===== src/rtl/clk_reset_pkg.sv =====
// -----------------------------------------------------------------------------
// clk_reset_pkg
// Shared types and helpers for the clock/reset generation block.
//   boot_state_e  : boot sequencer states (BOOT_HOLD, BOOT_DONE)
//   MAX_DIV_WIDTH : widest divisor the helper function accepts
//   div_nonzero() : maps a divisor of 0 onto 1 so a channel never stalls
// -----------------------------------------------------------------------------
package clk_reset_pkg;

  typedef enum logic {
    BOOT_HOLD = 1'b0,
    BOOT_DONE = 1'b1
  } boot_state_e;

  localparam int unsigned MAX_DIV_WIDTH = 32;

  // A divisor of 0 would mean "never wrap"; treat it as the fastest setting.
  function automatic logic [MAX_DIV_WIDTH-1:0] div_nonzero(
    input logic [MAX_DIV_WIDTH-1:0] div
  );
    return (div == '0) ? MAX_DIV_WIDTH'(1) : div;
  endfunction

endpackage


===== src/rtl/clk_reset_gen_if.sv =====
// -----------------------------------------------------------------------------
// clk_reset_gen_if
// Control/status bundle of clk_reset_gen.
//   div_i       : half-period divisor per channel, channel k at [k*DIV_WIDTH +: DIV_WIDTH]
//   div_load_i  : per-channel load strobe
//   run_i       : per-channel run enable (0 = pause request)
//   clk_o       : divided clocks
//   clk_rise_o  : one-cycle strobe ahead of each clk_o rising edge
//   reset_o     : boot reset
//   boot_done_o : boot reset released
//   boot_state  : boot sequencer state, for observation
//
// Handshake: div_load_i[k] is a single-cycle valid with an implied ready that
// is always high; div_i is sampled in every cycle where div_load_i[k] = 1,
// and a load is never refused or back-pressured.
//
// Modports: master = controller driving the block, slave = clk_reset_gen.
// -----------------------------------------------------------------------------
interface clk_reset_gen_if #(
  parameter int NUM_CLOCKS = 2,
  parameter int DIV_WIDTH  = 8
);
  import clk_reset_pkg::*;

  logic [NUM_CLOCKS*DIV_WIDTH-1:0] div_i;
  logic [NUM_CLOCKS-1:0]           div_load_i;
  logic [NUM_CLOCKS-1:0]           run_i;
  logic [NUM_CLOCKS-1:0]           clk_o;
  logic [NUM_CLOCKS-1:0]           clk_rise_o;
  logic                            reset_o;
  logic                            boot_done_o;
  boot_state_e                     boot_state;

  modport master (
    output div_i, div_load_i, run_i,
    input  clk_o, clk_rise_o, reset_o, boot_done_o, boot_state
  );

  modport slave (
    input  div_i, div_load_i, run_i,
    output clk_o, clk_rise_o, reset_o, boot_done_o, boot_state
  );

endinterface


===== src/rtl/clk_div_channel.sv =====
// -----------------------------------------------------------------------------
// clk_div_channel
// One divided-clock channel with glitch-free divisor reload and run/pause.
//   i_clk, i_reset : board clock, synchronous active-high reset
//   i_div          : new half-period divisor
//   i_div_load     : latch i_div into the pending register
//   i_run          : 1 = run, 0 = pause (high phase is always completed)
//   o_clk          : registered divided clock, 50% duty, period 2*D
//   o_clk_rise     : high in the cycle before o_clk goes 0 -> 1
// -----------------------------------------------------------------------------
module clk_div_channel
  import clk_reset_pkg::*;
#(
  parameter int DIV_WIDTH   = 8,
  parameter int DEFAULT_DIV = 1
) (
  input  logic                 i_clk,
  input  logic                 i_reset,
  input  logic [DIV_WIDTH-1:0] i_div,
  input  logic                 i_div_load,
  input  logic                 i_run,
  output logic                 o_clk,
  output logic                 o_clk_rise
);

  localparam logic [DIV_WIDTH-1:0] RST_DIV = DIV_WIDTH'(DEFAULT_DIV);

  logic [DIV_WIDTH-1:0] r_cnt;
  logic [DIV_WIDTH-1:0] r_active_div;
  logic [DIV_WIDTH-1:0] r_pend_div;
  logic                 r_pend_flag;
  logic                 r_clk;

  logic [DIV_WIDTH-1:0] w_div;
  logic                 w_advance;
  logic                 w_wrap;

  assign w_div     = DIV_WIDTH'(div_nonzero(MAX_DIV_WIDTH'(r_active_div)));
  // A high phase always runs to completion so a pause never leaves a runt.
  assign w_advance = i_run | r_clk;
  assign w_wrap    = (r_cnt == w_div - DIV_WIDTH'(1));

  assign o_clk      = r_clk;
  // Held low during reset: no edge follows a reset cycle.
  assign o_clk_rise = ~i_reset & ~r_clk & i_run & w_wrap;

  always_ff @(posedge i_clk) begin
    if (i_reset) begin
      r_cnt        <= '0;
      r_clk        <= 1'b0;
      r_active_div <= RST_DIV;
      r_pend_div   <= RST_DIV;
      r_pend_flag  <= 1'b0;
    end else begin
      if (i_div_load) r_pend_div <= i_div;

      if (w_advance) begin
        if (w_wrap) begin
          r_cnt <= '0;
          r_clk <= ~r_clk;
          if (r_clk) begin
            // End of a full period: the only safe point to change D.
            if (i_div_load)       r_active_div <= i_div;
            else if (r_pend_flag) r_active_div <= r_pend_div;
            r_pend_flag <= 1'b0;
          end else if (i_div_load) begin
            r_pend_flag <= 1'b1;
          end
        end else begin
          r_cnt <= r_cnt + DIV_WIDTH'(1);
          if (i_div_load) r_pend_flag <= 1'b1;
        end
      end else begin
        // Paused with clk low: nothing to glitch, so apply pending at once.
        r_cnt <= '0;
        if (r_pend_flag) r_active_div <= r_pend_div;
        r_pend_flag <= i_div_load;
      end
    end
  end

endmodule


===== src/rtl/clk_reset_gen.sv =====
// -----------------------------------------------------------------------------
// clk_reset_gen
// Board-clock divider bank plus boot reset sequencer.
//   clk   : board clock (only clock domain)
//   reset : synchronous active-high reset
//   bus   : clk_reset_gen_if.slave (divisors, loads, run enables in;
//           divided clocks, rise strobes, boot reset, boot done out)
// reset_o stays high for RESET_CYCLES cycles after reset falls. Channels keep
// running during the boot hold so downstream synchronous resets see edges.
// -----------------------------------------------------------------------------
module clk_reset_gen
  import clk_reset_pkg::*;
#(
  parameter int NUM_CLOCKS   = 2,
  parameter int DIV_WIDTH    = 8,
  parameter int DEFAULT_DIV  = 1,
  parameter int RESET_CYCLES = 20,
  parameter int CNT_WIDTH    = $clog2(RESET_CYCLES + 1)
) (
  input logic             clk,
  input logic             reset,
  clk_reset_gen_if.slave  bus
);

  if (RESET_CYCLES < 1) begin : g_bad_reset_cycles
    $error("clk_reset_gen: RESET_CYCLES must be at least 1");
  end

  // ---------------- boot sequencer ----------------
  boot_state_e          r_state;
  logic [CNT_WIDTH-1:0] r_boot_cnt;

  boot_state_e          w_next_state;
  logic [CNT_WIDTH-1:0] w_next_cnt;
  logic                 w_reset_o;
  logic                 w_boot_done;

  always_ff @(posedge clk) begin
    if (reset) begin
      r_state    <= BOOT_HOLD;
      r_boot_cnt <= '0;
    end else begin
      r_state    <= w_next_state;
      r_boot_cnt <= w_next_cnt;
    end
  end

  always_comb begin
    w_next_state = r_state;
    w_next_cnt   = r_boot_cnt;
    w_reset_o    = 1'b1;
    w_boot_done  = 1'b0;
    case (r_state)
      BOOT_HOLD: begin
        w_next_cnt = r_boot_cnt + CNT_WIDTH'(1);
        if (r_boot_cnt == CNT_WIDTH'(RESET_CYCLES - 1)) w_next_state = BOOT_DONE;
      end
      BOOT_DONE: begin
        w_reset_o   = 1'b0;
        w_boot_done = 1'b1;
      end
      default: w_next_state = BOOT_HOLD;
    endcase
  end

  assign bus.reset_o     = w_reset_o;
  assign bus.boot_done_o = w_boot_done;
  assign bus.boot_state  = r_state;

  // ---------------- divider channels ----------------
  logic [NUM_CLOCKS-1:0] w_clk;
  logic [NUM_CLOCKS-1:0] w_rise;

  for (genvar k = 0; k < NUM_CLOCKS; k++) begin : g_ch
    clk_div_channel #(
      .DIV_WIDTH   (DIV_WIDTH),
      .DEFAULT_DIV (DEFAULT_DIV)
    ) u_ch (
      .i_clk      (clk),
      .i_reset    (reset),
      .i_div      (bus.div_i[k*DIV_WIDTH +: DIV_WIDTH]),
      .i_div_load (bus.div_load_i[k]),
      .i_run      (bus.run_i[k]),
      .o_clk      (w_clk[k]),
      .o_clk_rise (w_rise[k])
    );
  end

  assign bus.clk_o      = w_clk;
  assign bus.clk_rise_o = w_rise;

endmodule


===== src/flat_wrapper.sv =====
// flat-port wrapper written by rule: the top's interface ports become plain ports
module clk_reset_gen_flat import clk_reset_pkg::*;
#(
  parameter int NUM_CLOCKS   = 2,
  parameter int DIV_WIDTH    = 8,
  parameter int DEFAULT_DIV  = 1,
  parameter int RESET_CYCLES = 20,
  parameter int CNT_WIDTH    = $clog2(RESET_CYCLES + 1)
)
  (clk, reset, bus_div_i, bus_div_load_i, bus_run_i, bus_clk_o, bus_clk_rise_o, bus_reset_o, bus_boot_done_o, bus_boot_state);
  clk_reset_gen_if #(.NUM_CLOCKS(NUM_CLOCKS), .DIV_WIDTH(DIV_WIDTH)) bus_i ();
  input logic clk;
  input logic reset;
  input wire logic [$bits(bus_i.div_i)-1:0] bus_div_i;
  input wire logic [$bits(bus_i.div_load_i)-1:0] bus_div_load_i;
  input wire logic [$bits(bus_i.run_i)-1:0] bus_run_i;
  output wire logic [$bits(bus_i.clk_o)-1:0] bus_clk_o;
  output wire logic [$bits(bus_i.clk_rise_o)-1:0] bus_clk_rise_o;
  output wire logic [$bits(bus_i.reset_o)-1:0] bus_reset_o;
  output wire logic [$bits(bus_i.boot_done_o)-1:0] bus_boot_done_o;
  output wire logic [$bits(bus_i.boot_state)-1:0] bus_boot_state;
  assign bus_i.div_i = bus_div_i;
  assign bus_i.div_load_i = bus_div_load_i;
  assign bus_i.run_i = bus_run_i;
  assign bus_clk_o = bus_i.clk_o;
  assign bus_clk_rise_o = bus_i.clk_rise_o;
  assign bus_reset_o = bus_i.reset_o;
  assign bus_boot_done_o = bus_i.boot_done_o;
  assign bus_boot_state = bus_i.boot_state;
  clk_reset_gen #(.NUM_CLOCKS(NUM_CLOCKS), .DIV_WIDTH(DIV_WIDTH), .DEFAULT_DIV(DEFAULT_DIV), .RESET_CYCLES(RESET_CYCLES), .CNT_WIDTH(CNT_WIDTH)) u_core (.clk(clk), .reset(reset), .bus(bus_i));
endmodule

===== config.mk =====
export PLATFORM = sky130hd
export DESIGN_NAME = clk_reset_gen_flat
export DESIGN_NICKNAME = d
export VERILOG_FILES = /design/src/rtl/clk_reset_pkg.sv /design/src/rtl/clk_reset_gen_if.sv /design/src/rtl/clk_div_channel.sv /design/src/rtl/clk_reset_gen.sv /design/src/flat_wrapper.sv
export SDC_FILE = /design/constraint.sdc
export NUM_CORES = 1
export LEC_CHECK = 0
export CAP_MARGIN = 20
export CORE_AREA = 2 2 81 83
export CTS_BUF_LIST = sky130_fd_sc_hd__clkbuf_4
export CTS_CLUSTER_DIAMETER = 150
export DETAILED_ROUTE_END_ITERATION = 16
export DIE_AREA = 0 0 83 85
export MAX_ROUTING_LAYER = met4
export PLACE_DENSITY_LB_ADDON = 0.08
export SETUP_SLACK_MARGIN = 0.2
export SKIP_CTS_REPAIR_TIMING = 1
export SLEW_MARGIN = 20
export SYNTH_ARGS = -nofsm -noshare
export SYNTH_HDL_FRONTEND = slang
export SYNTH_SLANG_ARGS = --single-unit

===== constraint.sdc =====
create_clock -name clk -period 4 [get_ports clk]
set_clock_uncertainty 0.05 [all_clocks]
set_input_delay 0.4 -clock clk [delete_from_list [all_inputs] [get_ports clk]]
set_output_delay 0.4 -clock clk [all_outputs]
set_load 0.02 [all_outputs]

Yosys cells after proc, flatten, opt, wreduce, memory -nomap -nowiden

Cells that the tools add are included.
Widths: inputs -> output; s select.

Muxes and demuxes: 24
Bitwise logic cells: 13
Equal/unequal tests: 7
Add/sub/neg operators: 5
Reductions and logical operators: 8

Operators with widths:

| operator            | number |
|---|---|
| $mux 8              | 12 |
| $add 8x1->8 const B | 2 |
| $eq 8x8->1          | 2 |
| $logic_not 8->1     | 2 |
| $sub 8x1->8 const B | 2 |
| $mux 1              | 12 |
| $reduce_and 2->1    | 4 |
| $and 1x1->1         | 6 |
| $reduce_or 3->1     | 2 |
| $add 5x1->5 const B | 1 |
| $eq 5x5->1 const B  | 1 |
| $not 1->1           | 5 |
| $ne 2x1->1 const B  | 2 |
| $ne 2x2->1 const B  | 2 |
| $or 1x1->1          | 2 |

Bits of input ports: 22
Register bits: 58

Longest topological paths before layout

Gate-level depths: netlist of the first run.

Word-level depth: 6
Depth in mapped cells: 13

Hierarchy

From an unflattened synthesis of the first run, not the netlist that was laid out.

Cell total of the unflattened synthesis: 357
Area total of the unflattened synthesis: 3310.7 µm²

Modules (own cells, without submodules):

| module          | times used | area an instance (µm²) | cells each |
|---|---|---|---|
| clk_div_channel | 2          | 1532.7                 | 166 |
| clk_reset_gen   | 1          | 245.2                  | 25 |

Worst setup path after synthesis of the first run

OpenSTA, ideal clock, no wires.

Path type: register to output
Start point: register u_core.g_ch[1].u_ch.r_active_div[3]
End point: output bus_clk_rise_o[1]
Cell stages (with the launch flop): 11
Buffers on the path: 2
Slack: 1156 ps
Required time: 3550 ps
Arrival: 2394 ps
Cell sequence: dfxtp_1 > buf_6 > nor4_4 > a21oi_2 > ha_1 > xnor2_1 > a221oi_1 > o311ai_0 > or4_1 > nor3_1 > buf_4

Longest elaborated chain between the ends: 5

RTL lines:

| item                   | line                  | source |
|---|---|---|
| from (decl)            | clk_div_channel.sv:29 | `logic [DIV_WIDTH-1:0] r_active_div;` |
| from (signal assigned) | clk_div_channel.sv:63 | `if (i_div_load) r_active_div <= i_div;` |
| from (signal assigned) | clk_div_channel.sv:64 | `else if (r_pend_flag) r_active_div <= r_pend_div;` |
| from (signal assigned) | clk_div_channel.sv:76 | `if (r_pend_flag) r_active_div <= r_pend_div;` |
| $logic_not 8->1        | clk_reset_pkg.sv:21   | `return (div == '0) ? MAX_DIV_WIDTH'(1) : div;` |
| $mux 8 *               | clk_reset_pkg.sv:21   |  |
| $sub 8x1->8 *          | clk_div_channel.sv:41 | `assign w_wrap = (r_cnt == w_div - DIV_WIDTH'(1));` |
| $eq 8x8->1 *           | clk_div_channel.sv:41 |  |
| $and 1x1->1 *          | clk_div_channel.sv:45 | `assign o_clk_rise = ~i_reset & ~r_clk & i_run & w_wrap;` |
| to (decl)              | flat_wrapper.sv:18    | `output wire logic [$bits(bus_i.clk_rise_o)-1:0] bus_clk_rise_o;` |

Mark *: on every way between the ends. The rest lies on a longest branch, timed or not.

Worst setup path in the final report of the first run

Same ends and word-level chain as after synthesis.

==> impl_metrics.ini, run 1 <==
[synthesis]
synth_cell_types = 52
syn-cell-area_sq_um = 3270
synthFlopType = dfxtp_1
synth_warnings = 0
ys_seq_area_share_pct = 35.5
synth_nets = 396
avgSynthCellArea_sq_um = 8.85
synth-edff-count = 0
async_flop_share_pct = 0
syn_inst = 369
synth_seq_cells = 58

[status]
status = completed

[setup_path]
cp-startpoint = u_core.g_ch[1].u_ch.r_active_div[3]
critPathArrivalTime_ns = 3.07
r2r-start = u_core.g_ch[1].u_ch.r_active_div[3]
required_ns = 3.55
critPathKind = reg -> out
cp_max_fo = 9
cp-start-kind = flop
cp-end-kind = output port
ff2ff_path_depth = 9

[power]
vdd_drop_max_uv = 314
p_per_area_nw_per_um2 = 487
p_leak_uw = 0.00153

[die]
core_area_sq_um = 6200
die_h_microns = 85
start_util_pct = 52.7
die_area_sq_um = 7060
ios = 29
die_w_microns = 83
rows = 29

[placed_design]
gp_congestion = 0.869
io_buffer_count = 28
place_ws_ns = 0.469
dp_hpwl_microns = 4560

[sta]
final_max_slew_viol_count = 0
fmax_mhz = 284
relSlewSlack_pct = 53.4
rsz0062_at_grt = false
hold_violations = 0
worst_slew_pin_slew_ns = 0.699
period_share_pct = 87.9
setup_viol_count_final = 0
period_needed_ns = 3.52
setup_ws_ns = 0.484
finalSetupTns_ns = 0

[flow_run]
maxCapViolations = 0

[hold_path]
worstHoldStart = reset
hold_class = in -> reg
whs_path_depth = 2

[final_layout]
areaGrowthSynthToFinish_pct = 13.2
final_common_cell = nor2_1
num-fill-cells = 588
most-common-layout-cells = 71 x nor2_1, 57 x dfxtp_1, 49 x mux2i_1, 25 x clkdlybuf4s50_1, 17 x xor2_1
antenna-diode-count = 0
drive_above_1_share_pct = 7.93
final_nets = 414

[drt]
drt-wirelength-per-cell_microns = 13.7
drc = 0
dr.pass1.iters = 4
wl_microns = 6390
num_vias = 2532
drt_iter0_markers = 95
viasPerCell = 5.41
ant_nets = 0

[global_route]
antenna_found_initial = 0
grt_usage_pct = 20.1
grt_pass1_wl_microns = 11200
grt_max_degree = 40
grt_pass1_vias = 2473
gr-total-overflow = 0

[clocking]
cts_tree = yes
cts.clk_slew.worst_paths_ns = 0.10
insertion_delay_ns = 0.39
cts_htree_levels = 3
cts_made_buffers = 9
cts_buffer_depth = 2
cts_sinks = 58
root_buffer = clkbuf_4
-- where the power goes --
group	switching, uW	leakage, uW	total (uW)	internal [uW]
registers	119	0.000475	762	642
logic	295	0.000971	578	283
clock network	202	0.0000820	463	261
-- worst max-delay path: stages (launching register included) --
cell and delay [ns]:
dfxtp_1 0.41, nor4_4 0.37, a21oi_2 0.10, ha_1 0.32, xnor2_1 0.12, a221oi_1 0.20, o311ai_0 0.24, or4_1 0.49
nor3_1 0.18, dlymetal6s2s_1 0.24
-- state kept, by name, indices dropped and copies added, names as in the netlist --
register and count:
u_core.g_ch.u_ch.r_pend_div 16, u_core.g_ch.u_ch.o_clk 2, u_core.bus.boot_state 1, u_core.g_ch.u_ch.r_pend_flag 2, u_core.g_ch.u_ch.r_cnt 16, u_core.r_boot_cnt 5
u_core.g_ch.u_ch.r_active_div 16
-- routing by layer --
metal / routed length [microns] / part of all wire (%) / up-vias / GRT usage, %
met4: 85 / 1.3 / 0 / 5.96
met5: 0 / 0 / - / -
met2: 3220 / 50 / 30 / 34.3
met3: 186 / 2.9 / 9 / 6.23
li1: - / - / 1321 / -
met1: 2900 / 45 / 1172 / 22.8
-- cell type report --
class	count	area [sq um]	share of cell area (%)
repair buffers	29	288	7.78
multi-input cells	279	1960	53.1
inverters	10	37.5	1.01
well taps	77	96.3	2.60
clock buffers	11	82.6	2.23
flip-flops and latches	58	1160	31.4
clock inverters	4	67.6	1.83
-- cell families after synthesis --
group / share of synthesized area (%)
AO/OA/AOI/OAI: 12.6
XOR/XNOR: 8.31
adder cells (fa/ha/maj): 1.91
buffers and inverters: 4.71
flip-flops: 35.5
multiplexers: 15.4
AND/OR/NAND/NOR: 21.6
-- through the flow --
| step | power (uW) | area [sq um] | util [%] | std cells | hold slack, ns |
|---|---|---|---|---|---|
| floorplan | 1230 | 3270 | - | 369 | 0.406 |
| global placement | 1340 | 3530 | 56.9 | 453 | 0.425 |
| detailed placement | 1360 | 3530 | 56.9 | 453 | 0.432 |
| CTS | 1830 | 3680 | 59.3 | 468 | 0.335 |
| global route | 1940 | 3700 | 59.6 | 468 | 0.346 |
| finish | 1800 | 3700 | 59.6 | 468 | 0.361 |
-- synth_stat cells, types with 2 or more instances --
| master | instances | share of area [%] |
|---|---|---|
| nor3_1 | 4 | 0.61 |
| a211oi_1 | 3 | 0.69 |
| xnor2_1 | 14 | 3.8 |
| dfxtp_1 | 58 | 36 |
| nand2_1 | 3 | 0.34 |
| o21ai_1 | 3 | 0.46 |
| nand3_1 | 14 | 2.1 |
| or2_2 | 2 | 0.38 |
| buf_4 | 6 | 1.4 |
| a21oi_1 | 9 | 1.4 |
| o21ai_0 | 7 | 1.1 |
| buf_2 | 3 | 0.46 |
| or4_1 | 2 | 0.46 |
| xor2_1 | 17 | 4.6 |
| mux2i_1 | 49 | 15 |
| ha_1 | 5 | 1.9 |
| and3_1 | 6 | 1.1 |
| nor4_2 | 2 | 0.77 |
| or3_1 | 3 | 0.57 |
| nand2b_1 | 15 | 2.9 |
| nor2b_1 | 8 | 1.5 |
| a211o_1 | 16 | 4.3 |
| inv_1 | 10 | 1.1 |
| nor2_1 | 71 | 8.2 |
| nand3b_1 | 2 | 0.46 |
| clkbuf_1 | 11 | 1.3 |
-- final timing paths --
path                                  endpoint  slack (ns)
max                          bus_clk_rise_o[1]        0.48
min          u_core.g_ch[0].u_ch.r_pend_div[6]        0.36
max reg2reg          u_core.g_ch[1].u_ch.o_clk        1.17
min reg2reg              u_core.bus.boot_state        0.45
(Power assumes the default switching activity.)
==> run 2: changes to the inputs <==
--- a/config.mk
+++ b/config.mk
@@ -15,6 +15,7 @@
 export PLACE_DENSITY_LB_ADDON = 0.08
 export SETUP_SLACK_MARGIN = 0.2
 export SKIP_CTS_REPAIR_TIMING = 1
+export SKIP_LAST_GASP = 1
 export SLEW_MARGIN = 20
 export SYNTH_ARGS = -nofsm -noshare
 export SYNTH_HDL_FRONTEND = slang
==> results of run 2 <==
Final layout, timing and power as in run 1 (identical DEF).
==> run 3: changes to the inputs <==
--- a/config.mk
+++ b/config.mk
@@ -13,6 +13,7 @@
 export DIE_AREA = 0 0 83 85
 export MAX_ROUTING_LAYER = met4
 export PLACE_DENSITY_LB_ADDON = 0.08
+export RECOVER_POWER = 50
 export SETUP_SLACK_MARGIN = 0.2
 export SKIP_CTS_REPAIR_TIMING = 1
 export SKIP_LAST_GASP = 1
==> constraint.sdc (replaced) <==
create_clock -name clk -period 4.13 [get_ports clk]
set_clock_uncertainty 0.05 [all_clocks]
set_input_delay 0.413 -clock clk [delete_from_list [all_inputs] [get_ports clk]]
set_output_delay 0.413 -clock clk [all_outputs]
set_load 0.02 [all_outputs]
==> impl_metrics.ini, run 3 (synthesized netlist as in run 1, its figures left out) <==
[status]
status = complete, but fails checks
violations = max-capacitance violations, max-slew violations

[sta]
relSlewSlack_pct = -1.55
hold_violations = 0
period_share_pct = 90.1
final_max_slew_viol_count = 40
setup_viol_count_final = 0
worst_slew_pin_slew_ns = 1.52
rsz0062_at_grt = false
setup_ws_ns = 0.408
period_needed_ns = 3.72
fmax_mhz = 269
finalSetupTns_ns = 0

[die]
rows = 29
die_area_sq_um = 7060
ios = 29
die_h_microns = 85
die_w_microns = 83
core_area_sq_um = 6200
start_util_pct = 52.7

[global_route]
grt_pass1_wl_microns = 11200
grt_max_degree = 40
gr-total-overflow = 0
grt_usage_pct = 20.0
antenna_found_initial = 0
grt_pass1_vias = 2496

[setup_path]
r2r_slack_ns = 1.17
critPathKind = reg -> out
ff2ff_path_depth = 9
cp_common_cell = nor2_1
cp_num_buf_inv = 1
crit_chain = nor4_1 -> nand2_1 -> nor2_1 -> nor2_1 -> ha_1 -> nor3b_2 -> xor2_1 -> o221ai_1 -> a22o_1 -> nor2_1 -> and3_1 -> clkdlybuf4s50_1
required_ns = 3.67
cp.depth = 12
crit_family = simple AND/OR/NAND/NOR gates
critPathSlowestCell = clkdlybuf4s50_1
cp-start-kind = flop
cp_max_fo = 7
crit_path_max_incr_delay_ns = 0.59
critPathArrivalTime_ns = 3.26
cp-end-kind = output port

[power]
power_switching_uw = 609
p_leak_uw = 0.00150
switching_share_pct = 36.0
power_frac_comb_pct = 32.2
vdd_drop_max_uv = 236
p_per_area_nw_per_um2 = 462
cell_internal_pwr_uw = 1080
share_seq_of_total_power_pct = 43.5
power.share.clock_pct = 24.3

[clocking]
cts_buffer_depth = 2
cts_made_buffers = 9
cts.clk_slew.worst_paths_ns = 0.11
root_buffer = clkbuf_4
cts_sinks = 58
insertion_delay_ns = 0.40
cts_htree_levels = 3
cts_tree = yes

[hold_path]
whs_path_depth = 2
hold_class = reg -> reg

[drt]
wl_microns = 6450
ant_nets = 0
drc = 0
viasPerCell = 5.45
dr.pass1.iters = 4
drt-wirelength-per-cell_microns = 13.8
num_vias = 2554
drt_iter0_markers = 77

[final_layout]
antenna-diode-count = 0
final_nets = 414
final_common_cell = nor2_1
areaGrowthSynthToFinish_pct = 12.1
most-common-layout-cells = 71 x nor2_1, 58 x dfxtp_1, 49 x mux2i_1, 20 x clkdlybuf4s50_1, 17 x xor2_1
num-fill-cells = 591
drive_above_1_share_pct = 7.14
reg.largest.list = u_core.g_ch.u_ch.r_active_div: 16 flops, u_core.g_ch.u_ch.r_cnt: 16 flops, u_core.g_ch.u_ch.r_pend_div: 16 flops

[flow_run]
maxCapViolations = 1

[placed_design]
dp_hpwl_microns = 4480
place_ws_ns = 0.596
io_buffer_count = 28
gp_congestion = 0.869
## run 3: final timing paths
path | from | endpoint
max | u_core.g_ch[0].u_ch.r_active_div[5] | bus_clk_rise_o[0]
min | u_core.g_ch[1].u_ch.r_pend_div[3] | u_core.g_ch[1].u_ch.r_pend_div[3]
max reg2reg | u_core.g_ch[1].u_ch.r_active_div[3] | u_core.g_ch[1].u_ch.r_active_div[7]
min reg2reg | u_core.g_ch[1].u_ch.r_pend_div[3] | u_core.g_ch[1].u_ch.r_pend_div[3]
## run 3: worst reg2reg max path, stage by stage, from the launching register on
cell and delay [ns]:
dfxtp_1 0.41, nor4_4 0.35, a21oi_1 0.13, ha_1 0.32
xnor2_1 0.12, a221oi_1 0.20, o311ai_0 0.21, nor4_1 0.55
a31oi_4 0.29, mux2i_1 0.19
## run 3: area by class of cell
cell class              instances  area [sq um]  area share (%)
multi-input cells             279          1950            53.2
flip-flops and latches         58          1160            31.7
repair buffers                 29           280            7.66
well taps                      77          96.3            2.63
clock buffers                  11          82.6            2.26
clock inverters                 5          55.1            1.50
inverters                      10          37.5            1.03
## run 3: per-layer routing
metal	vias to the layer above	GRT usage [%]	share of wire [%]
met3	10	4.28	2.7
met4	0	8.20	1.5
li1	1315	-	-
met2	35	34.9	49
met5	-	-	0
met1	1194	22.2	46
## run 3: power by group through the flow
stage	registers (uW)	clock network (uW)	logic, uW
2_1_floorplan	699	0	493
3_3_place_gp	749	0	552
3_5_place_dp	750	0	564
4_1_cts	736	427	565
5_1_grt	754	447	617
6_report	737	411	546
## run 3: per-stage QoR
stage / std cells / total power (uW) / util [%] / hold slack, ns / instance area (sq um)
after detailed placement: 453 / 1310 / 56.9 / 0.434 / 3530
after floorplan: 369 / 1190 / - / 0.406 / 3270
after global placement: 453 / 1300 / 56.9 / 0.425 / 3530
after CTS: 469 / 1730 / 59.1 / 0.343 / 3670
final: 469 / 1690 / 59.0 / 0.452 / 3660
after global routing: 469 / 1820 / 59.0 / 0.477 / 3660
==> RTL change 1 (settings of run 1) <==
`RESET_CYCLES` is set to 20 in 2 places; all go to 10.
--- a/src/rtl/clk_reset_gen.sv
+++ b/src/rtl/clk_reset_gen.sv
@@ -15,5 +15,5 @@
   parameter int DIV_WIDTH    = 8,
   parameter int DEFAULT_DIV  = 1,
-  parameter int RESET_CYCLES = 20,
+  parameter int RESET_CYCLES = 10,
   parameter int CNT_WIDTH    = $clog2(RESET_CYCLES + 1)
 ) (
--- a/src/flat_wrapper.sv
+++ b/src/flat_wrapper.sv
@@ -5,5 +5,5 @@
   parameter int DIV_WIDTH    = 8,
   parameter int DEFAULT_DIV  = 1,
-  parameter int RESET_CYCLES = 20,
+  parameter int RESET_CYCLES = 10,
   parameter int CNT_WIDTH    = $clog2(RESET_CYCLES + 1)
 )
Check against the original RTL: same outputs for any inputs over 4 cycles, from zero or initial values and one cycle with reset high; that may be too few to reach the edited logic, so the function may still have changed.
==> RTL change 1 against run 1 <==
Global-route usage rose by 0.98 points. Worst setup slack got worse by 0.051 ns. Cell area rose by 1.5%. Non-clock buffer count rose by 3. Via count rose by 3.3%. Routed wire length rose by 5.5%. Sequential share of layout area fell by 1.0 points. Sequential power fell by 4.2%. Combinational power fell by 3%. Power fell by 1.8%. Sequential cell count fell by 1. Synthesized area rose by 0.42%. Critical endpoint is now bus_clk_rise_o[0].
==> RTL change 1: results <==
metrics = {
    "run_status": {
        "status": "complete, no violations",
    },
    "power": {
        "p_leak_nw": 1.50,
        "ir_drop_mv": 0.274,
    },
    "yosys": {
        "synthAdderAreaFrac_pct": 2.29,
        "syn_avg_cell_area_sq_um": 8.89,
        "synthTopCellsByArea": "dfxtp_1, mux2i_1, nor2_1",
        "synth_xor_area_share_pct": 8.01,
        "synth_commonest_cells": "nor2_1, dfxtp_1, mux2i_1",
        "synth_compound_gate_area_share_pct": 14.1,
        "synth.yosys.seq_area_share_pct": 34.8,
        "synth.net_count": 397,
        "synthMuxAreaShare_pct": 14.0,
    },
    "detailed_routing": {
        "wl_met2_um": 3280,
        "vias": 2615,
        "wire_per_inst_um": 14.3,
        "m1WireLength_um": 3100,
        "drt-initial-drc-count": 132,
        "dr.pass1.iters": 5,
        "wl_met3_um": 264,
    },
    "global_routing": {
        "grtUsageMet1_pct": 25.7,
        "grt_util_all_layers_pct": 21.1,
        "grtUsageMet2_pct": 33.7,
        "grt_pass1_wl_um": 11600,
        "grt_pass1_vias": 2448,
        "grt_max_degree": 50,
        "grtUsageMet3_pct": 5.64,
    },
    "cells_and_area": {
        "inv_count": 12,
        "layout.nonclk_buf_share_pct": 8.26,
        "comb.multi_input.count": 276,
        "clock_buffers": 9,
        "areaGrowthSynthToFinish_pct": 14.5,
        "final_nets": 416,
        "multi_input_area_share_pct": 53.3,
        "nFillCells": 572,
        "drive_above_1_share_pct": 10.2,
        "nNonClkBuffers": 32,
        "clockNetworkAreaShare_pct": 4.30,
        "finalInstanceArea_sq_mm": 0.00375,
        "seq_cell_count": 57,
    },
    "timing": {
        "min_period_ns": 3.57,
        "whs_ns": 0.296,
    },
    "setup_path": {
        "rrSetupSlack_ns": 1.14,
        "startpoint": "u_core.g_ch[0].u_ch.r_active_div[3]$_SDFFE_PP0P_",
        "cp_slowest_stage_delay_ns": 0.43,
        "path_depth": 10,
        "crit_arrival_ns": 3.12,
        "crit_end": "bus_clk_rise_o[0]",
        "slowest_stage": "dfxtp_1",
        "r2r-end": "u_core.g_ch[1].u_ch.r_active_div[2]$_SDFFE_PP0P_",
        "reg2reg_depth": 9,
    },
    "cts": {
        "htree_levels": 3,
        "cts_buffer_depth": 2,
    },
    "placed_design": {
        "place_ws_ns": 0.339,
        "hpwl_um": 4730,
        "gp_congestion": 0.866,
        "place_area_sq_mm": 0.00355,
    },
    "hold_path": {
        "whs_endpoint": "u_core.g_ch[0].u_ch.r_pend_div[7]$_SDFFE_PP0P_",
    },
}
==> RTL change 1: changes by cell type in the layout (fill, tap and decap cells not counted), moves of 3 or more <==
| cell | before | now |
|---|---|---|
| buf_4 | 1 | 4 |
| nand2b_1 | 15 | 19 |
| o21ai_0 | 7 | 4 |
| nor4b_1 | 0 | 3 |
| nor2b_1 | 8 | 4 |
| nor2_1 | 71 | 65 |
| nand3_1 | 14 | 10 |
| xor2_1 | 17 | 14 |
| mux2i_1 | 49 | 46 |
==> RTL change 1: power breakdown <==
group          total [mW]  switching [mW]  internal (mW)
logic               0.558           0.287          0.271
registers           0.730           0.104          0.626
clock network       0.484           0.230          0.253
total                1.77           0.622           1.15
==> RTL change 1: worst reg2reg max path, cell delays in order (launching register included) <==
cell and delay, ns:
dfxtp_1 0.41, nor4_2 0.37, a21oi_1 0.14, ha_1 0.33, xnor2_1 0.12, a221o_1 0.26, nor3_1 0.21, nand4_2 0.19
o31a_1 0.50, mux2i_1 0.18
==> RTL change 2 (config.mk and constraints of run 1) <==
Made on the original files. Reset style: asynchronous (`i_reset` and `reset`), changed in 2 clocked blocks. Comments in the files are not updated.
--- a/src/rtl/clk_div_channel.sv
+++ b/src/rtl/clk_div_channel.sv
@@ -45,5 +45,5 @@
   assign o_clk_rise = ~i_reset & ~r_clk & i_run & w_wrap;
 
-  always_ff @(posedge i_clk) begin
+  always_ff @(posedge i_clk or posedge i_reset) begin
     if (i_reset) begin
       r_cnt        <= '0;
--- a/src/rtl/clk_reset_gen.sv
+++ b/src/rtl/clk_reset_gen.sv
@@ -36,5 +36,5 @@
   logic                 w_boot_done;
 
-  always_ff @(posedge clk) begin
+  always_ff @(posedge clk or posedge reset) begin
     if (reset) begin
       r_state    <= BOOT_HOLD;
Check against the original RTL: differs if reset is asserted again (counterexample within 4 cycles, from zero or initial values and one cycle with reset high); with reset held inactive, the same outputs for 4 cycles.
==> RTL change 2 against run 1 <==
Global-route usage is 2.7 points higher. Highest routed layer unchanged. Final cell count fell by 2.6%. Count of clock-buffer cells in the layout is the same. Worst setup slack lost 0.0075 ns. Routed wire length rose by 13%. Sequential cell count did not move. Worst hold slack improved by 0.079 ns. Critical path depth grew 2. Cell area increased by 8.3%. Power rose by 26%. Synthesized area grew 7.0%.
==> RTL change 2: results <==
metrics = {
    "detailed_routing": {
        "m1WireLength_um": 3120,
        "via_per_inst": 5.89,
        "vias": 2688,
        "drt-initial-drc-count": 111,
        "wl_met3_um": 235,
        "wire_per_inst_um": 15.9,
    },
    "cells_and_area": {
        "final_nets": 401,
        "drive_above_1_share_pct": 15.8,
    },
    "yosys": {
        "synth.net_count": 379,
        "synth_compound_gate_area_share_pct": 16.7,
        "async_flop_share_pct": 100,
        "syn_avg_cell_area_sq_um": 9.93,
        "synthAdderAreaFrac_pct": 1.79,
    },
    "global_routing": {
        "grt_pass1_vias": 2640,
        "grtUsageMet2_pct": 37.8,
        "grt_pass1_wl_um": 12400,
    },
    "power": {
        "ir_drop_mv": 0.453,
        "p_leak_nw": 1.84,
    },
    "timing": {
        "period_share_pct": 88.1,
        "tightest_slew_ns": 0.831,
    },
    "setup_path": {
        "crit_end": "bus_clk_rise_o[0]",
        "r2r-end": "u_core.g_ch[1].u_ch.r_active_div[3]$_DFFE_PP0P_",
        "startpoint": "u_core.g_ch[0].u_ch.r_active_div[4]$_DFFE_PP0P_",
        "cp_slowest_stage_delay_ns": 0.47,
    },
    "hold_path": {
        "whs_endpoint": "u_core.r_boot_cnt[4]$_DFFE_PP0N_",
        "hp-start": "u_core.r_boot_cnt[4]$_DFFE_PP0N_",
        "min_path_cells": 1,
        "min-delay-path-class": "flop to flop",
    },
    "placed_design": {
        "gp_congestion": 0.875,
        "dp.cells": 440,
    },
    "run_status": {
        "status": "complete, no violations",
    },
}
RTL change 2: cell count changes after synthesis, moves of 5 or more:
cell      delta
a21oi_1      -5
nor2_1      -42
nand2b_1    -15
o21ai_0     +17
nand2_1     +16
a221oi_2     +8
inv_1       +18
o221ai_1     +7
a211o_1     -16
mux2_2       +9
nand4_1      +9
mux2i_1     -33
dfrtp_1     +54
dfxtp_1     -58
RTL change 2: where the power goes:
part | switching, mW | total [mW] | internal [mW]
Combinational | 0.458 | 0.852 | 0.395
Sequential | 0.174 | 0.867 | 0.693
Clock | 0.228 | 0.558 | 0.330
Total | 0.859 | 2.28 | 1.42
RTL change 2: layout make-up:
| class | instances | area [sq um] |
|---|---|---|
| flip-flops and latches | 58 | 1460 |
| well taps | 77 | 96.3 |
| clock inverters | 5 | 103 |
| clock buffers | 11 | 82.6 |
| repair buffers | 33 | 323 |
| fillers | 517 | 2200 |
| multi-input cells | 244 | 1840 |
| inverters | 28 | 105 |
